===== config.mk =====
export PLATFORM = sky130hd
export DESIGN_NAME = ddr_port_arbiter
export DESIGN_NICKNAME = d
export VERILOG_FILES = /design/src/rtl/ddr_port_arbiter.sv
export SDC_FILE = /design/constraint.sdc
export NUM_CORES = 2
export LEC_CHECK = 0
export ABC_AREA = 1
export CORE_AREA = 2 2 535 537
export CTS_CLUSTER_DIAMETER = 80
export DETAILED_ROUTE_END_ITERATION = 10
export DIE_AREA = 0 0 537 539
export GPL_TIMING_DRIVEN = 0
export PLACE_DENSITY = 0.31
export SLEW_MARGIN = 0
export SYNTH_ARGS = -nofsm -noshare
export SYNTH_HDL_FRONTEND = slang
export SYNTH_SLANG_ARGS = --single-unit

===== constraint.sdc =====
create_clock -name clk -period 3.78 [get_ports clk]
set_input_delay 0.756 -clock clk [delete_from_list [all_inputs] [get_ports clk]]
set_output_delay 0.756 -clock clk [all_outputs]
set_load 0.05 [all_outputs]

===== src/rtl/ddr_port_arbiter.sv =====
// ddr_port_arbiter: shares one DDR line port between the L1 icache and the
// L1 dcache. It serialises whole-cacheline transactions, breaks ties
// round-robin and drives every DDR-side and cache-side output from a register.
module ddr_port_arbiter #(
   parameter int ADDR_BITS = 32,
   parameter int LINE_BITS = 256
) (
   input  logic                 clk,
   input  logic                 rst,
   // icache miss port
   input  logic [ADDR_BITS-1:0] icache_iddr_addr,
   input  logic                 icache_iddr_read,
   output logic [LINE_BITS-1:0] iddr_icache_rdata,
   output logic                 iddr_icache_resp,
   // dcache miss / writeback port
   input  logic [ADDR_BITS-1:0] dcache_dddr_addr,
   input  logic                 dcache_dddr_read,
   input  logic                 dcache_dddr_write,
   input  logic [LINE_BITS-1:0] dcache_dddr_wdata,
   output logic [LINE_BITS-1:0] dddr_dcache_rdata,
   output logic                 dddr_dcache_resp,
   // shared DDR controller port
   output logic [ADDR_BITS-1:0] arb_ddr_addr,
   output logic                 arb_ddr_read,
   output logic                 arb_ddr_write,
   output logic [LINE_BITS-1:0] arb_ddr_wdata,
   input  logic [LINE_BITS-1:0] ddr_arb_rdata,
   input  logic                 ddr_arb_resp
);

   localparam logic [2:0] ST_IDLE    = 3'd0;
   localparam logic [2:0] ST_ISSUE_I = 3'd1;
   localparam logic [2:0] ST_ISSUE_D = 3'd2;
   localparam logic [2:0] ST_RESP_I  = 3'd3;
   localparam logic [2:0] ST_RESP_D  = 3'd4;

   localparam logic GRANT_I = 1'b0;
   localparam logic GRANT_D = 1'b1;

   logic [2:0]           state_q,  state_d;
   logic                 last_q,   last_d;
   logic [ADDR_BITS-1:0] addr_q,   addr_d;
   logic                 rd_q,     rd_d;
   logic                 wr_q,     wr_d;
   logic [LINE_BITS-1:0] wdata_q,  wdata_d;
   logic [LINE_BITS-1:0] irdata_q, irdata_d;
   logic [LINE_BITS-1:0] drdata_q, drdata_d;
   logic                 iresp_q,  iresp_d;
   logic                 dresp_q,  dresp_d;

   logic i_req;
   logic d_req;

   assign i_req = icache_iddr_read;
   assign d_req = dcache_dddr_read | dcache_dddr_write;

   // Next-state logic: arbitration in IDLE, DDR completion in ISSUE, one-cycle resp in RESP
   always_comb begin
      state_d  = state_q;
      last_d   = last_q;
      addr_d   = addr_q;
      rd_d     = rd_q;
      wr_d     = wr_q;
      wdata_d  = wdata_q;
      irdata_d = irdata_q;
      drdata_d = drdata_q;
      iresp_d  = 1'b0;
      dresp_d  = 1'b0;

      case (state_q)
         ST_IDLE: begin
            // icache wins when alone, or on a tie when dcache was served last
            if (i_req && (!d_req || last_q == GRANT_D)) begin
               state_d = ST_ISSUE_I;
               last_d  = GRANT_I;
               addr_d  = icache_iddr_addr;
               rd_d    = 1'b1;
               wr_d    = 1'b0;
            end else if (d_req) begin
               // read+write together is a dcache protocol error; the write wins
               state_d = ST_ISSUE_D;
               last_d  = GRANT_D;
               addr_d  = dcache_dddr_addr;
               rd_d    = ~dcache_dddr_write;
               wr_d    = dcache_dddr_write;
               wdata_d = dcache_dddr_wdata;
            end
         end

         ST_ISSUE_I: begin
            if (ddr_arb_resp) begin
               irdata_d = ddr_arb_rdata;
               rd_d     = 1'b0;
               wr_d     = 1'b0;
               iresp_d  = 1'b1;
               state_d  = ST_RESP_I;
            end
         end

         ST_ISSUE_D: begin
            if (ddr_arb_resp) begin
               // a writeback leaves the previously returned line untouched
               if (rd_q) begin
                  drdata_d = ddr_arb_rdata;
               end
               rd_d    = 1'b0;
               wr_d    = 1'b0;
               dresp_d = 1'b1;
               state_d = ST_RESP_D;
            end
         end

         ST_RESP_I,
         ST_RESP_D: begin
            state_d = ST_IDLE;
         end

         default: begin
            state_d = ST_IDLE;
         end
      endcase
   end

   // State and output registers; reset abandons any transaction in flight
   always_ff @(posedge clk) begin
      if (rst) begin
         state_q  <= ST_IDLE;
         last_q   <= GRANT_I;
         addr_q   <= '0;
         rd_q     <= 1'b0;
         wr_q     <= 1'b0;
         wdata_q  <= '0;
         irdata_q <= '0;
         drdata_q <= '0;
         iresp_q  <= 1'b0;
         dresp_q  <= 1'b0;
      end else begin
         state_q  <= state_d;
         last_q   <= last_d;
         addr_q   <= addr_d;
         rd_q     <= rd_d;
         wr_q     <= wr_d;
         wdata_q  <= wdata_d;
         irdata_q <= irdata_d;
         drdata_q <= drdata_d;
         iresp_q  <= iresp_d;
         dresp_q  <= dresp_d;
      end
   end

   assign arb_ddr_addr      = addr_q;
   assign arb_ddr_read      = rd_q;
   assign arb_ddr_write     = wr_q;
   assign arb_ddr_wdata     = wdata_q;
   assign iddr_icache_rdata = irdata_q;
   assign iddr_icache_resp  = iresp_q;
   assign dddr_dcache_rdata = drdata_q;
   assign dddr_dcache_resp  = dresp_q;

endmodule


### Yosys cells after proc, flatten, opt, wreduce, memory -nomap -nowiden

Cells that the tools add are included.

| operators by class | value |
|---|---|
| equality and inequality tests | 6 |
| muxes and demuxes | 17 |
| bitwise operators | 5 |
| reductions and logical operators | 15 |

Operator list:

| cell | number |
|---|---|
| $mux 32 | 2 |
| $mux 3 | 4 |
| $reduce_and 3->1 | 4 |
| $pmux 3 s3 | 1 |
| $mux 1 | 8 |
| $reduce_or 2->1 | 3 |
| $ne 2x2->1 const B | 2 |
| $not 1->1 | 4 |
| $pmux 1 s2 | 2 |
| $reduce_and 2->1 | 2 |
| $reduce_bool 2->1 | 2 |
| $eq 3x1->1 const B | 1 |
| $eq 3x2->1 const B | 1 |
| $logic_not 3->1 | 1 |
| $ne 3x3->1 const B | 1 |
| $ne 2x1->1 const B | 1 |
| $logic_and 1x1->1 | 1 |
| $logic_not 1->1 | 1 |
| $logic_or 1x1->1 | 1 |
| $or 1x1->1 | 1 |

| storage, ports and cells | value |
|---|---|
| bits in registers | 808 |
| bits of input ports | 582 |
| output and inout port bits | 804 |
| logic and storage cells | 53 |

### Logic depth before layout (Yosys ltp)

| depth | value |
|---|---|
| word-level depth | 6 |
| gate-level depth with buffers | 10 |
| mapped depth without buffers | 8 |

### Worst setup path after synthesis

Ideal clock, no wire load.

| timing path | value |
|---|---|
| kind | input -> register |
| start point | input dcache_dddr_write |
| end point | register wdata_q[213] (netlist: arb_ddr_wdata[213]) |
| library setup time | 0.116 ns |
| arrival | 1.720 ns |
| data required time | 3.664 ns |
| path slack | 1.944 ns |
| cell stages on the path | 8 |
| path buffers | 2 |
| cells stage by stage | o21ai_1 nand2_2 nand2_4 clkinv_2 buf_4 buf_4 nor2_1 nor2_1 |

| on the way | value |
|---|---|
| longest elaborated chain between the ends | 6 |

Ends and longest elaborated chain:

| what | line | source |
|---|---|---|
| start, declared | 18 | `input logic dcache_dddr_write,` |
| $or 1x1->1 * | 55 | `assign d_req = dcache_dddr_read \| dcache_dddr_write;` |
| $logic_not 1->1 | 73 | `if (i_req && (!d_req \|\| last_q == GRANT_D)) begin` |
| $logic_or 1x1->1 | 73 |  |
| $logic_and 1x1->1 | 73 |  |
| $not 1->1 (no source line) | - |  |
| $reduce_and 3->1 (no source line) * | - |  |
| end signal, assigned | 143 | `wdata_q <= wdata_d;` |
| end, declared | 45 | `logic [LINE_BITS-1:0] wdata_q, wdata_d;` |

Mark *: on every way between the ends. The rest lies on a longest branch, timed or not.
A chain may end at the register's enable or synchronous reset.

### Final worst setup path

| timing path | value |
|---|---|
| start point | register irdata_q[1] (netlist: iddr_icache_rdata[1]) |
| end point | output iddr_icache_rdata[1] |

RTL lines:

| what | line | source |
|---|---|---|
| start, declared | 46 | `logic [LINE_BITS-1:0] irdata_q, irdata_d;` |
| start signal, assigned | 144 | `irdata_q <= irdata_d;` |
| end, declared | 13 | `output logic [LINE_BITS-1:0] iddr_icache_rdata,` |

No word-level cell between the ends.

==> summary.md <==
| Metric | Value |
|---|---|
| Arr. time, crit path | `2.45 ns` |
| Post-DP HPWL | `182000 um` |
| Max stage delay on crit path | `1.25 ns` |
| Crit-path max FO | `2` |
| Synth Register Bits | `808` |
| # port buffers | `1384` |
| Layout cells sized above 1 | `0.0555` |
| Row cnt | `196` |
| Cell taking the most area after synthesis | `dfxtp_1` |
| Layout Area Growth over Synthesis | `79.1%` |
| Commonest non-fill, non-tap cells in the layout | `clkdlybuf4s50_1, nor2_1, dfxtp_1` |
| Placed inst area | `0.0469 mm^2` |
| RSZ-0062 raised after global routing | `false` |
| Initial antenna violation count | `68` |
| Maximum capacitance violations | `0` |
| Critical path class | `flip-flop to output pin` |
| Largest family of logic cells by synthesized area | `compound AO/OA/AOI/OAI gates` |
| Post-synthesis adder-cell area fraction | `0` |
| Top_reg_cell synth | `dfxtp_1` |
| Post-Synth Simple-Gate Area | `0.156` |
| Yosys cell types | `26` |
| Ys Warns | `0` |
| Worst min path class | `input port to flip-flop` |
| Via density | `3.41` |
| FF/Latch Area | `0.0162 mm^2` |
| Worst slew pin tran | `1.38 ns` |
| Remaining DRCs | `0` |
| CTS Sinks | `808` |
| WL/cell | `24.2 um` |
| Vias in the first global route | `31.0k` |
| H-tree Lvls | `3` |
| Max VDD drop | `0.000399 V` |
| Post-synth ARST share | `0` |
| Final nets | `5683` |
| Synth Net Count | `4182` |
| Most common cell after layout, fill and taps aside | `clkdlybuf4s50_1` |
| Number of synthesized flops with an enable pin | `0` |
| First-pass GRT wire length | `284000 um` |
| Crit-path cells | `clkdlybuf4s50_1` |
| Place WS | `-0.583 ns` |
| Top cell type's share of synthesized area | `0.570` |
| GRT Total Usage | `0.144` |
| Final worst slack | `0.572 ns` |
| Die height | `539 um` |
| Final instance area | `0.0508 mm^2` |
| Final Hold Fails | `0` |
| Synth top area cells | `dfxtp_1, nor2_1, o21ai_0` |
| Detailed-route via count | `30.6k` |
| Crit Reg-Reg Startpoint | `state_q[1]` |
| Die X | `537 um` |
| Area of the mapped netlist | `0.0284 mm^2` |
| Worst-path clk slew | `0.06 ns` |
| Critical Path RT | `3.02 ns` |
| Delay-heaviest family, CP | `buffers and inverters` |
| Synth Area in Compound Gates | `0.191` |
| Leak Pwr | `18.8 nW` |
| Fin crit share | `0.849` |
| Detail Route Antenna Nets | `0` |
| Fillers | `32.0k` |
| Placeable Area | `0.284 mm^2` |
| Grt ovf | `0` |
| Bufs and invs on worst path | `1` |
| Fin crit period | `3.21 ns` |
| Synth Instances | `3600` |
| Fin util | `0.179` |
| Total die area | `0.289 mm^2` |
| Cts repair resizes | `0` |
| Hold_buf cts | `0` |
| Setup TNS | `0 ns` |
| Crit. End Element | `output pin` |
| CTS max path bufs | `4` |
| Register area share after synthesis | `0.570` |
| CTS Buf Count | `115` |
| Xor and xnor area share after synthesis | `0` |
| Mux contribution to synthesized area | `0` |
| Power, Total | `30.9 mW` |
| Largest net degree at the start of global routing | `18` |
| Worst Clk Skew | `0.0554 ns` |
| GP Congestion | `0.872` |
| Final WL | `217000 um` |
| I/O pin total | `1386` |
| DRT iter0 DRCs | `1520` |
| Slew Limit Fails | `0` |
| Initial Utilization | `0.0999` |
| Clk_lat worst skew | `0.85 ns` |
| Status | `complete, no violations` |
| Critical path origin | `iddr_icache_rdata[1]` |
| Pwr/cell area | `607 mW/mm^2` |
| Maximum clock frequency | `312 MHz` |
| CTS tree | `yes` |
| Worst slew margin | `0.0796` |
| Min-delay src | `rst` |
| R2r setup slk | `0.61 ns` |
| CP max stage cell | `clkdlybuf4s50_1` |
| Worst setup SP type | `flip-flop` |
| Root buffer cell | `clkbuf_16` |
| Syn avg cell area | `7.88 um^2` |
| Final setup vio count | `0` |
| Area of the multi-input gates | `0.00983 mm^2` |
| Buffer count from post-CTS setup fixing | `0` |
| Pre-antenna DRT Iters | `6` |
==> cells in the mapped netlist (8+ instances only) <==
master,number
buf_2,52
nand2_1,77
o21ai_0,760
o211ai_1,32
inv_1,302
dfxtp_1,808
o21ai_1,11
nand3_1,35
a21oi_1,260
clkbuf_1,167
clkbuf_2,15
buf_1,8
nor2_1,1029
buf_4,23
==> power breakdown <==
| part | total [mW] | leakage [nW] | internal [mW] | switching [mW] |
|---|---|---|---|---|
| Clock | 11.1 | 1.89 | 6.60 | 4.45 |
| Sequential | 10.1 | 6.60 | 9.53 | 0.588 |
| Combinational | 9.69 | 10.3 | 2.96 | 6.72 |
==> path summary, 6_finish.rpt <==
kind                                 end  cells past startpoint
hold reg to reg   iddr_icache_rdata[155]                      2
hold / removal              arb_ddr_read                      2
setup / recovery    iddr_icache_rdata[1]                      1
setup reg to reg  iddr_icache_rdata[176]                      6
==> registers in the layout (all words and copies together) (netlist names) <==
signal,flops
arb_ddr_addr,32
arb_ddr_read,1
arb_ddr_wdata,256
arb_ddr_write,1
dddr_dcache_rdata,256
dddr_dcache_resp,1
iddr_icache_rdata,256
iddr_icache_resp,1
last_q,1
state_q,3
==> layout make-up <==
class / count / area share
Antenna cell: 25 / 0.00123
Buffer: 270 / 0.0241
Clock buffer: 175 / 0.0680
Clock inverter: 31 / 0.00712
Inverter: 306 / 0.0226
Multi-Input combinational cell: 2216 / 0.193
Sequential cell: 808 / 0.318
Tap cell: 3762 / 0.0926
Timing Repair Buffer: 1384 / 0.273
==> cells by family after synthesis <==
kind of cell / Yosys count
compound gates: 1065
buf+inv: 576
flops: 808
simple gates: 1151
==> routing by layer <==
metal,GRT usage,routed length (um),up-vias
met5,0,244,-
met4,0.0413,5930,38
met3,0.0629,23000,265
met2,0.263,110000,1244
met1,0.146,78000,14400
li1,-,-,14600
==> through the flow <==
| stage | instances | hold WS, ns |
|---|---|---|
| finish | 8977 | 0.389 |
| detailed placement | 8746 | 0.435 |
| global route | 8959 | 0.324 |
| floorplan | 3600 | 0.451 |
| global placement | 8746 | 0.432 |
| CTS | 8952 | 0.278 |
Note: power is estimated with default switching activity, not from simulation.
